<file path="src/rtl/fp_uart_cmd_sequencer.sv">
// fp_uart_cmd_sequencer
//
// Sits between the UART byte link and the floating-point unit. It builds a
// command frame from received bytes (opcode, operand A, operand B, MSB
// first) and issues it to the FP unit. It then waits for the result and
// streams a status byte, plus the result bytes on success, back through
// the transmitter.
//
// Ports:
//   clk, reset          clock; asynchronous active-high reset
//   rx_valid, rx_data   one-cycle pulse with a received byte
//   tx_start, tx_data   one-cycle start pulse; byte held until tx_done
//   tx_done             transmitter finished the current byte
//   op_valid, op_ready  FP request handshake (transfer when both high)
//   op_code, op_a, op_b FP request payload (0 add, 1 sub, 2 mul)
//   res_valid           one-cycle pulse: res_data / res_err are valid
//   busy                high whenever the FSM is not IDLE
//   done, err           one-cycle pulse at the end of an ACK / NAK response
//
// Handshake rule: the FP request transfers on a clock edge where
// op_valid and op_ready are both high. While op_valid is high, op_code,
// op_a and op_b do not change.
module fp_uart_cmd_sequencer #(
    parameter int TIMEOUT_CYCLES = 1000000,
    parameter int TO_BITS        = 20
) (
    input  logic        clk,
    input  logic        reset,
    input  logic        rx_valid,
    input  logic [7:0]  rx_data,
    output logic        tx_start,
    output logic [7:0]  tx_data,
    input  logic        tx_done,
    output logic        op_valid,
    input  logic        op_ready,
    output logic [1:0]  op_code,
    output logic [31:0] op_a,
    output logic [31:0] op_b,
    input  logic        res_valid,
    input  logic [31:0] res_data,
    input  logic        res_err,
    output logic        busy,
    output logic        done,
    output logic        err
);

    localparam logic [7:0]         ACK     = 8'h06;
    localparam logic [7:0]         NAK     = 8'h15;
    localparam logic [TO_BITS-1:0] TO_LAST = TO_BITS'(TIMEOUT_CYCLES - 1);

    typedef enum logic [2:0] {
        IDLE, RX_A, RX_B, ISSUE, WAIT_RES, TX_LOAD, TX_WAIT
    } state_t;

    state_t             state;
    logic [1:0]         byte_cnt;
    logic [TO_BITS-1:0] to_cnt;
    logic [2:0]         tx_idx;    // index of the byte currently being sent
    logic [2:0]         tx_last;   // index of the final byte (0 for NAK, 4 for ACK)
    logic               resp_ack;  // response being sent is an ACK
    logic [31:0]        res_q;

    // Byte idx of the queued response: status byte, then result MSB first.
    function automatic logic [7:0] resp_byte(input logic ack, input logic [2:0] idx,
                                             input logic [31:0] r);
        logic [7:0] b;
        case (idx)
            3'd0:    b = ack ? ACK : NAK;
            3'd1:    b = r[31:24];
            3'd2:    b = r[23:16];
            3'd3:    b = r[15:8];
            3'd4:    b = r[7:0];
            default: b = 8'h00;
        endcase
        return b;
    endfunction

    // The first tx_start is raised on the same edge that enters TX_LOAD, so
    // the pulse is visible during the TX_LOAD cycle itself.
    always_ff @(posedge clk or posedge reset) begin
        if (reset) begin
            state    <= IDLE;
            byte_cnt <= 2'd0;
            to_cnt   <= '0;
            tx_idx   <= 3'd0;
            tx_last  <= 3'd0;
            resp_ack <= 1'b0;
            res_q    <= 32'd0;
            tx_start <= 1'b0;
            tx_data  <= 8'd0;
            op_valid <= 1'b0;
            op_code  <= 2'd0;
            op_a     <= 32'd0;
            op_b     <= 32'd0;
            busy     <= 1'b0;
            done     <= 1'b0;
            err      <= 1'b0;
        end else begin
            tx_start <= 1'b0;
            done     <= 1'b0;
            err      <= 1'b0;
            case (state)
                IDLE: begin
                    if (rx_valid) begin
                        busy <= 1'b1;
                        if (rx_data <= 8'h02) begin
                            op_code  <= rx_data[1:0];
                            byte_cnt <= 2'd0;
                            to_cnt   <= '0;
                            state    <= RX_A;
                        end else begin
                            resp_ack <= 1'b0;
                            tx_last  <= 3'd0;
                            tx_idx   <= 3'd0;
                            tx_data  <= NAK;
                            tx_start <= 1'b1;
                            state    <= TX_LOAD;
                        end
                    end
                end
                RX_A, RX_B: begin
                    // An arriving byte takes priority over timeout expiry.
                    if (rx_valid) begin
                        if (state == RX_A) op_a <= {op_a[23:0], rx_data};
                        else               op_b <= {op_b[23:0], rx_data};
                        byte_cnt <= byte_cnt + 2'd1;
                        to_cnt   <= '0;
                        if (byte_cnt == 2'd3) begin
                            if (state == RX_A) begin
                                state <= RX_B;
                            end else begin
                                op_valid <= 1'b1;
                                state    <= ISSUE;
                            end
                        end
                    end else if (to_cnt == TO_LAST) begin
                        resp_ack <= 1'b0;
                        tx_last  <= 3'd0;
                        tx_idx   <= 3'd0;
                        tx_data  <= NAK;
                        tx_start <= 1'b1;
                        state    <= TX_LOAD;
                    end else begin
                        to_cnt <= to_cnt + 1'b1;
                    end
                end
                ISSUE: begin
                    if (op_ready) begin
                        op_valid <= 1'b0;
                        state    <= WAIT_RES;
                    end
                end
                WAIT_RES: begin
                    if (res_valid) begin
                        tx_idx   <= 3'd0;
                        tx_start <= 1'b1;
                        state    <= TX_LOAD;
                        if (!res_err) begin
                            res_q    <= res_data;
                            resp_ack <= 1'b1;
                            tx_last  <= 3'd4;
                            tx_data  <= ACK;
                        end else begin
                            resp_ack <= 1'b0;
                            tx_last  <= 3'd0;
                            tx_data  <= NAK;
                        end
                    end
                end
                TX_LOAD: begin
                    state <= TX_WAIT;
                end
                TX_WAIT: begin
                    if (tx_done) begin
                        if (tx_idx != tx_last) begin
                            tx_idx   <= tx_idx + 3'd1;
                            tx_data  <= resp_byte(resp_ack, tx_idx + 3'd1, res_q);
                            tx_start <= 1'b1;
                            state    <= TX_LOAD;
                        end else begin
                            done  <= resp_ack;
                            err   <= ~resp_ack;
                            busy  <= 1'b0;
                            state <= IDLE;
                        end
                    end
                end
                default: begin
                    busy  <= 1'b0;
                    state <= IDLE;
                end
            endcase
        end
    end

endmodule

</file>
<file path="config.mk">
export PLATFORM = sky130hd
export DESIGN_NAME = fp_uart_cmd_sequencer
export DESIGN_NICKNAME = d
export VERILOG_FILES = /design/src/rtl/fp_uart_cmd_sequencer.sv
export SDC_FILE = /design/constraint.sdc
export NUM_CORES = 1
export LEC_CHECK = 0
export CORE_ASPECT_RATIO = 0.75
export CORE_UTILIZATION = 68
export CTS_CLUSTER_DIAMETER = 200
export DETAILED_ROUTE_END_ITERATION = 6
export DONT_BUFFER_PORTS = 1
export HOLD_SLACK_MARGIN = 0.08
export PLACE_DENSITY = 0.93
export SLEW_MARGIN = 10
export SYNTH_ARGS = -nofsm -noshare
export SYNTH_HDL_FRONTEND = slang
export SYNTH_SLANG_ARGS = --single-unit
</file>
<file path="constraint.sdc">
create_clock -name clk -period 7.3 [get_ports clk]
set_clock_uncertainty 0.05 [all_clocks]
set_input_delay 1.095 -clock clk [delete_from_list [all_inputs] [get_ports clk]]
set_output_delay 1.095 -clock clk [all_outputs]
set_load 0.02 [all_outputs]
</file>
Word-level counts from Yosys, hierarchy flattened
Index checks and enable logic that the tools add are counted.
{"block": "totals", "ff_bits": 143, "in_bits": 47, "output_inout_bits": 79, "elab_cells": 144}
{"block": "classes", "add_sub_neg": 3, "n_lt_le_gt_ge": 1, "n_eq_ne": 29, "mux": 72, "bitwise_logic": 4, "reduce_logical": 19}
{"operator": "$mux 20", "count": 4}
{"operator": "$mux 8", "count": 7}
{"operator": "$mux 3", "count": 18}
{"operator": "$pmux 20 s2", "count": 1}
{"operator": "$pmux 8 s5", "count": 1}
{"operator": "$pmux 8 s4", "count": 1}
{"operator": "$mux 1", "count": 27}
{"operator": "$ne 2x2->1 const B", "count": 13}
{"operator": "$add 20x1->20 const B", "count": 1}
{"operator": "$eq 20x20->1 const B", "count": 1}
{"operator": "$pmux 3 s6", "count": 1}
{"operator": "$eq 3x2->1 const B", "count": 4}
{"operator": "$eq 3x3->1 const B", "count": 4}
{"operator": "$pmux 3 s4", "count": 1}
{"operator": "$reduce_and 3->1", "count": 4}
{"operator": "$reduce_and 4->1", "count": 3}
{"operator": "$reduce_and 6->1", "count": 2}
{"operator": "$mux 5", "count": 2}
{"operator": "$ne 3x3->1 const B", "count": 3}
{"operator": "$pmux 3 s3", "count": 1}
{"operator": "$le 8x2->1 const B", "count": 1}
{"operator": "$reduce_and 8->1", "count": 1}
{"operator": "$eq 3x1->1 const B", "count": 2}
{"operator": "$logic_not 3->1", "count": 2}
{"operator": "16 further kinds", "count": 23}

Logic depth before layout (Yosys ltp)
Gate-level depths: netlist of the first run.
{"block": "logic_depth", "word_depth": 6, "ltp_mapped": 8, "depth_no_buf": 7}

Worst setup path after synthesis of the first run
OpenSTA, ideal clock, no wires.
{"block": "synth_timing", "path_kind": "input port to flip-flop", "start": "input rx_valid", "end": "register tx_data[0]", "setup_time_ns": 0.125, "arrival_ns": 2.737, "required_ns": 7.125, "slack_ns": 4.387, "cell_stages": 7, "path_buffers": 2, "path_cell_list": "clkbuf_1 -> nor4b_1 -> and4_2 -> a21oi_1 -> nor4b_2 -> buf_6 -> mux2_4"}
{"block": "synth_between", "elab_chain_cells": 2, "word_cells_on_any_way": 3, "cone_classes": "2 x eq/ne; 1 x reduce/logical"}
{"element": "from (decl)", "line": "29", "text": "input logic rx_valid,"}
{"element": "$ne 2x2->1 (no line)"}
{"element": "$reduce_and 8->1 (no line) (*)"}
{"element": "to (signal assigned)", "line": "177", "text": "tx_data <= resp_byte(resp_ack, tx_idx + 3'd1, res_q);"}
{"element": "to (decl)", "line": "32", "text": "output logic [7:0] tx_data,"}
Every way passes the cells marked *; elsewhere a longest branch is shown, timed or not.
A chain may end at the register's enable or synchronous reset.

Worst setup path in the final report of the first run
{"block": "layout_timing", "start": "register state[1]", "end": "register to_cnt[14]"}
{"block": "layout_between", "elab_chain_cells": 4, "word_cells_on_any_way": 10, "cone_classes": "5 x eq/ne; 1 x mux; 4 x reduce/logical"}
{"element": "from (decl)", "line": "55", "text": "state_t state;"}
{"element": "from (signal assigned)", "line": "82", "text": "state <= IDLE;"}
{"element": "from (signal assigned)", "line": "110", "text": "state <= RX_A;"}
{"element": "from (signal assigned)", "line": "117", "text": "state <= TX_LOAD;"}
{"element": "$eq 3x1->1 / $eq 3x2->1 (equally long branches)", "line": "102", "text": "case (state)"}
{"element": "$reduce_or 2->1", "line": "102"}
{"element": "$ne 3x3->1 (no line) / $reduce_bool 2->1 (equally long branches)"}
{"element": "$reduce_and 4->1 (no line)"}
{"element": "to (signal assigned)", "line": "144", "text": "to_cnt <= to_cnt + 1'b1;"}
{"element": "to (decl)", "line": "57", "text": "logic [TO_BITS-1:0] to_cnt;"}
Several ways; a longest one is shown, not always the timed one.

==> results of run 1 <==
-- report_power, final --
part,internal (W),switching [W]
clock network,0.000473,0.000346
registers,0.00107,0.000519
logic,0.000449,0.000431
-- cell usage after synthesis (10+ instances only) --
cell type and instances:
sky130_fd_sc_hd__a21oi_1 21, sky130_fd_sc_hd__a31oi_1 10, sky130_fd_sc_hd__clkbuf_1 22, sky130_fd_sc_hd__dfrtp_1 140, sky130_fd_sc_hd__inv_1 10, sky130_fd_sc_hd__mux2_2 101, sky130_fd_sc_hd__mux2i_1 14, sky130_fd_sc_hd__nand2_1 25
sky130_fd_sc_hd__nand3_1 14, sky130_fd_sc_hd__nor2_1 29, sky130_fd_sc_hd__o21ai_0 15
-- routing by layer --
layer | GRT usage (%) | up-vias | share of wire (%)
li1 | - | 1890 | -
met1 | 39.08 | 2198 | 40
met2 | 47.16 | 243 | 47
met3 | 13.57 | 46 | 11
met4 | 13.11 | 0 | 2.5
met5 | 0 | - | 0
-- how the worst max path moves through the flow --
stage                    start         end  slack, ns  cells after the start
global placement    rx_data[3]   to_cnt[0]       3.85                      5
finish                state[1]  to_cnt[14]       3.91                      5
CTS                   state[1]  to_cnt[14]       4.05                      5
floorplan                reset        busy       2.40                      1
global route          state[1]  to_cnt[14]       3.61                      5
detailed placement  rx_data[3]   to_cnt[0]       3.78                      5
-- per-stage QoR --
stage / utilization (%) / setup WS [ns]
6_report: 77.19 / 3.913
5_1_grt: 77.19 / 3.614
4_1_cts: 77.13 / 4.055
3_5_place_dp: 70.96 / 3.784
3_3_place_gp: 70.96 / 3.851
2_1_floorplan: - / 2.402
-- flip-flops by register name (all words and copies together), names as in the netlist --
register	flops
busy	1
byte_cnt	2
done	1
err	1
op_a	32
op_b	32
op_code	2
op_valid	1
res_q	32
state	3
to_cnt	20
tx_data	8
tx_idx	3
tx_last	1
tx_start	1
-- final cells by class --
| class | count | area, um^2 |
|---|---|---|
| repair buffers | 5 | 37.54 |
| flip-flops and latches | 140 | 3503 |
| inverters | 10 | 42.54 |
| clock buffers | 17 | 425.4 |
| well taps | 128 | 160.2 |
| multi-input cells | 335 | 2734 |
| clock inverters | 14 | 137.6 |
| fillers | 463 | 2081 |
-- cells by family after synthesis --
family          after synthesis  synth area share, %
simple gates                116                9.582
buf+inv                      44                3.343
xor+xnor                      5               0.6804
fa+ha+maj                     8                1.555
mux                         121                21.24
compound gates               85                9.174
flops                       140                54.42
==> flow_summary.rst, run 1 <==
.. list-table::
   :header-rows: 1

   * - Metric
     - Value
   * - Status
     - finished clean
   * - Number of nets in the finished design
     - 564
   * - Distinct cell type count of the synthesized netlist
     - 54
   * - Iter 0 DRT Violations
     - 431
   * - Final setup TNS
     - 0 ns
   * - Unrepaired setup endpoints after global routing
     - no
   * - Placed Cells
     - 618
   * - Max-capacitance violation count
     - 0
   * - Vias
     - 4,377
   * - Finished Cell Area
     - 0.007041 mm^2
   * - Maximum vdd drop
     - 0.3658 mV
   * - Height of the chip
     - 86.26 um
   * - Power density relative to cell area
     - 466.9 mW/mm^2
   * - Starting Density
     - 70.58%
   * - Most common library cell in the layout ignoring fill and taps
     - sky130_fd_sc_hd__dfrtp_1
   * - N_diodes
     - 0
   * - Residual DRC
     - 0
   * - Area after detailed placement
     - 0.006472 mm^2
   * - Share of layout cells above drive strength 1
     - 29.37%
   * - Leakage Power
     - 3.084 nW
   * - Share of the cycle needed by the critical path after routing
     - 46.40%
   * - Critical path's top delay family
     - compound AO/OA/AOI/OAI gates
   * - Hold Path Class
     - register to register
   * - Critical path endpoint category
     - register
   * - Clock sinks
     - 140
   * - Initial antenna violation count
     - 0
   * - Netlist area before placement
     - 0.006437 mm^2
   * - Core box area
     - 0.009121 mm^2
   * - Required @ worst endpoint
     - 7.58 ns
   * - Reg-to-Reg End
     - to_cnt[14]
   * - Count of placed standard cells in the final layout, fillers left out
     - 649
   * - Fmax
     - 295.2 MHz
   * - Maximum number of pins on one net before global-route repair
     - 80
   * - Top cell type's share of synthesized area
     - 54.42%
   * - Overall routed net length
     - 14.40 mm
   * - Setup slack, reg-to-reg
     - 3.91 ns
   * - PortBufs
     - 0
   * - Depth of the worst register-to-register path
     - 5
   * - Post-CTS setup buffers
     - 0
   * - Kind of critical path
     - register to register
   * - Commonest non-fill, non-tap cells in the layout
     - 140 x sky130_fd_sc_hd__dfrtp_1, 101 x sky130_fd_sc_hd__mux2_2, 29 x sky130_fd_sc_hd__nor2_1
   * - Nets in the synthesized netlist
     - 574
   * - Layout overhead on the synthesized area
     - 9.368%
   * - Vias in the first global route
     - 4,388
   * - Overall Global Routing Usage
     - 30.98%
   * - Hold-critical path depth
     - 1
   * - Share of synthesized registers carrying an async set or reset
     - 100.0%
   * - Post-layout min period
     - 3.387 ns
   * - Number of levels the H-tree was split into
     - 4
   * - Worst-case clock buffer depth
     - 2
   * - Number of I/O pins
     - 126
   * - Worst hold slack across all endpoints
     - 0.4293 ns
   * - Wire length of the first global-routing pass
     - 22.79 mm
   * - Remaining max-slew budget at the tightest pin
     - 18.87%
   * - #FFs+latches synth
     - 140
   * - Remaining global-route overflow
     - 0
   * - Dominant register cell in the synthesized netlist
     - sky130_fd_sc_hd__dfrtp_1
   * - Beginning of the worst register-to-register path
     - state[1]
   * - Number of instances in the synthesized netlist
     - 519
   * - DP Wirelength
     - 9.380 mm
   * - Post-layout total power
     - 0.003287 W
   * - Max Slew Vio Count
     - 0
   * - Number of hold violations in the final report
     - 0
   * - Number of setup violations in the final report
     - 0
   * - Average vias per placed instance
     - 6.744
   * - TritonCTS clock tree
     - built
   * - Yosys warning total
     - 0
   * - CTS Buf Count
     - 17
   * - Number of cell rows
     - 30
   * - Capture endpoint of the worst hold path
     - to_cnt[19]
   * - Average size of a mapped cell
     - 12.40 um^2
   * - Overall die width
     - 114.4 um
   * - Slowest cell delay on critical path
     - 1.05 ns
   * - Cell at the root of the clock tree
     - sky130_fd_sc_hd__clkbuf_16
   * - Average detailed-routed wire length per instance
     - 22.18 um
   * - Source of the worst hold timing path
     - to_cnt[19]
   * - Number of nets with antenna violations after detailed routing
     - 0
   * - Count of instances resized after the clock tree is built
     - 0
   * - Clock network latency to the later pin of the worst-skew pair
     - 0.42 ns
   * - CTS hold repair buffers
     - 0
   * - Slowest stage cell on the critical path
     - sky130_fd_sc_hd__a21oi_1
   * - Cell type contributing the most total cell area after synthesis
     - sky130_fd_sc_hd__dfrtp_1
   * - CP Launch Type
     - register
   * - Weighted congestion at the end of routability-driven global placement
     - 0.8490
   * - Ranking of synthesized cells by area
     - sky130_fd_sc_hd__dfrtp_1 54%, sky130_fd_sc_hd__mux2_2 18%, sky130_fd_sc_hd__mux2i_1 2.2%
   * - Data arrival time at the worst-slack endpoint
     - 3.67 ns
   * - Worst path cell trace
     - xor2_1 > nand2_1 > a21oi_1 > nand3_1 > o31ai_1
   * - Number of flops mapped to enable cells by yosys
     - 0
   * - Count of buffer and inverter cells on the critical path
     - 0
   * - Register area share after synthesis
     - 54.42%
   * - Area of the die
     - 0.009864 mm^2
   * - Maximum fanout count along the critical path
     - 27
   * - Transition time at the pin with the least slew margin
     - 1.217 ns
   * - Number of iterations in the first detailed-routing pass
     - 6
   * - Clock-pin slew reported for the worst setup and hold paths after clock tree synthesis
     - 0.07 ns
Power figures use the tool's default switching activity.
==> run 2, diff against run 1 <==
--- a/config.mk
+++ b/config.mk
@@ -6,12 +6,12 @@
 export NUM_CORES = 1
 export LEC_CHECK = 0
 export CORE_ASPECT_RATIO = 0.75
-export CORE_UTILIZATION = 68
+export CORE_UTILIZATION = 63
 export CTS_CLUSTER_DIAMETER = 200
 export DETAILED_ROUTE_END_ITERATION = 6
 export DONT_BUFFER_PORTS = 1
 export HOLD_SLACK_MARGIN = 0.08
-export PLACE_DENSITY = 0.93
+export PLACE_DENSITY = 0.88
 export SLEW_MARGIN = 10
 export SYNTH_ARGS = -nofsm -noshare
 export SYNTH_HDL_FRONTEND = slang
==> constraint.sdc (replaced) <==
create_clock -name clk -period 3.42 [get_ports clk]
set_clock_uncertainty 0.05 [all_clocks]
set_input_delay 0.513 -clock clk [delete_from_list [all_inputs] [get_ports clk]]
set_output_delay 0.513 -clock clk [all_outputs]
set_load 0.02 [all_outputs]
==> run 2 against run 1 <==
The run now ends with design-rule violations left. Register-to-register slack worse by 3.0 ns. Wire length is 1.9% higher. Flip-flop and latch count did not move. Total power is 120% higher. Combinational power up 120%. Count of clock-buffer cells in the layout rose by 3. First-iteration DRC count is 19% lower.
==> flow_summary.rst, run 2 (same netlist as run 1, synthesis figures left out) <==
.. list-table::
   :header-rows: 1

   * - Metric
     - Value
   * - Area of the die
     - 0.01063 mm^2
   * - Wire length of the first global-routing pass
     - 22.93 mm
   * - Number of nets with antenna violations after detailed routing
     - 0
   * - Power density relative to cell area
     - 998.8 mW/mm^2
   * - Worst slack after detailed placement
     - 0.6660 ns
   * - Average detailed-routed wire length per instance
     - 22.22 um
   * - Critical path endpoint category
     - register
   * - Cell at the root of the clock tree
     - sky130_fd_sc_hd__clkbuf_16
   * - Layout overhead on the synthesized area
     - 10.71%
   * - Number of setup violations in the final report
     - 0
   * - CTS hold repair buffers
     - 0
   * - Status
     - complete, but fails checks
   * - TritonCTS clock tree
     - built
   * - Number of levels the H-tree was split into
     - 4
   * - Data arrival time at the worst-slack endpoint
     - 2.84 ns
   * - Overall routed net length
     - 14.66 mm
   * - Seq pwr share
     - 46.8%
   * - Worst-case clock buffer depth
     - 2
   * - Biggest regs
     - op_a (32), op_b (32), res_q (32)
   * - Clock network latency to the later pin of the worst-skew pair
     - 0.42 ns
   * - Unrepaired setup endpoints after global routing
     - no
   * - Iter 0 DRT Violations
     - 348
   * - Maximum number of pins on one net before global-route repair
     - 141
   * - PortBufs
     - 0
   * - DP Wirelength
     - 9.579 mm
   * - Fmax
     - 396.2 MHz
   * - Number of iterations in the first detailed-routing pass
     - 7
   * - Clock sinks
     - 140
   * - Share of layout cells above drive strength 1
     - 30.11%
   * - Number of hold violations in the final report
     - 0
   * - Final worst slack
     - 0.8963 ns
   * - Number of I/O pins
     - 126
   * - Comb pwr share
     - 27.5%
   * - Internal Dissipation
     - 0.004340 W
   * - CTS Buf Count
     - 17
   * - Post-CTS setup buffers
     - 0
   * - Commonest non-fill, non-tap cells in the layout
     - 140 x sky130_fd_sc_hd__dfrtp_1, 101 x sky130_fd_sc_hd__mux2_2, 29 x sky130_fd_sc_hd__nor2_1
   * - Count of instances resized after the clock tree is built
     - 0
   * - Residual DRC
     - 2
   * - Share of the cycle needed by the critical path after routing
     - 73.79%
   * - Height of the chip
     - 89.54 um
   * - Max-capacitance violation count
     - 0
   * - Weighted congestion at the end of routability-driven global placement
     - 0.8224
   * - Clock-pin slew reported for the worst setup and hold paths after clock tree synthesis
     - 0.07 ns
   * - Overall die width
     - 118.7 um
   * - Overall Global Routing Usage
     - 28.76%
   * - Maximum vdd drop
     - 0.6946 mV
   * - Vias in the first global route
     - 4,389
   * - Number of nets in the finished design
     - 570
   * - Final setup TNS
     - 0 ns
   * - Remaining global-route overflow
     - 0
   * - Hold Path Class
     - input pin to asynchronous set/reset pin
   * - Switching part of the total
     - 39.03%
   * - Post-layout min period
     - 2.524 ns
   * - Net switching power of the design
     - 0.002778 W
   * - Core box area
     - 0.009774 mm^2
   * - Kind of critical path
     - register to register
   * - Post-layout total power
     - 0.007118 W
   * - Clock network power share
     - 25.7%
   * - N_diodes
     - 0
   * - Transition time at the pin with the least slew margin
     - 0.7135 ns
   * - Remaining max-slew budget at the tightest pin
     - 52.43%
   * - CP Launch Type
     - register
   * - Leakage Power
     - 3.142 nW
   * - Required @ worst endpoint
     - 3.74 ns
   * - Most common library cell in the layout ignoring fill and taps
     - sky130_fd_sc_hd__dfrtp_1
   * - Violations in the final reports
     - design-rule violations
   * - Maximum fanout count along the critical path
     - 13
   * - Vias
     - 4,389
   * - Starting Density
     - 65.86%
   * - Max Slew Vio Count
     - 0
   * - Initial antenna violation count
     - 0
   * - Average vias per placed instance
     - 6.650
   * - Number of cell rows
     - 31
-- run 2: cell types whose count changed in the layout (fill, tap and decap cells not counted), sizes merged --
cell | before | now
clkbuf | 17 | 20
clkinvlp | 4 | 2
buf | 5 | 11
clkinv | 4 | 5
inv | 15 | 14
-- run 2: power by group through the flow --
stage                     sequential (W)  clock, W  combinational [W]
after floorplan                  0.00311         0            0.00166
after global placement           0.00328         0            0.00179
after detailed placement         0.00333         0            0.00191
after CTS                        0.00332   0.00184            0.00195
after global routing             0.00340   0.00191            0.00213
final                            0.00333   0.00183            0.00196
-- run 2: worst max-delay path, stage by stage (launching register included) --
cell and delay, ns:
sky130_fd_sc_hd__dfrtp_1 0.62, sky130_fd_sc_hd__xor2_1 0.32, sky130_fd_sc_hd__nand2_1 0.37, sky130_fd_sc_hd__a21oi_1 0.53
sky130_fd_sc_hd__buf_4 0.27, sky130_fd_sc_hd__nor3b_1 0.20, sky130_fd_sc_hd__a21o_1 0.11
-- run 2: final cells by class --
cell class	count	area [um^2]
Fill cell	607	2648
Timing Repair Buffer	11	95.09
Sequential cell	140	3503
Inverter	10	41.29
Multi-Input combinational cell	335	2729
Clock inverter	12	126.4
Tap cell	132	165.2
Clock buffer	20	466.7
-- run 2: per-stage QoR --
step           instance area (um^2)  hold slack (ns)  util, %  cells
2_1_floorplan                  6441           0.3928        -    519
3_3_place_gp                   6534           0.4049    66.85    628
3_5_place_dp                   6534           0.4236    66.85    628
4_1_cts                        7127           0.1813    72.91    660
5_1_grt                        7127           0.1816    72.91    660
6_report                       7127           0.1505    72.91    660
-- run 2: per-layer routing --
metal / global-route usage (%) / routed length, um / up-vias
met1: 36.24 / 5747 / 2179
met5: 0 / 0 / -
li1: - / - / 1908
met4: 10.13 / 264 / 0
met3: 10.52 / 1625 / 22
met2: 46.68 / 7027 / 280
-- run 2: worst paths after layout --
check / from / end / slack [ns] / cells after the start
worst max register to register: state[1] / to_cnt[17] / 0.90 / 6
worst min register to register: to_cnt[19] / to_cnt[19] / 0.44 / 1
worst min-delay path: reset / op_a[15] / 0.15 / 2
max in group asynchronous: reset / res_q[2] / 2.66 / 2
worst max-delay path: state[1] / to_cnt[17] / 0.90 / 6
min in group clk: rx_data[3] / op_b[3] / 0.19 / 1
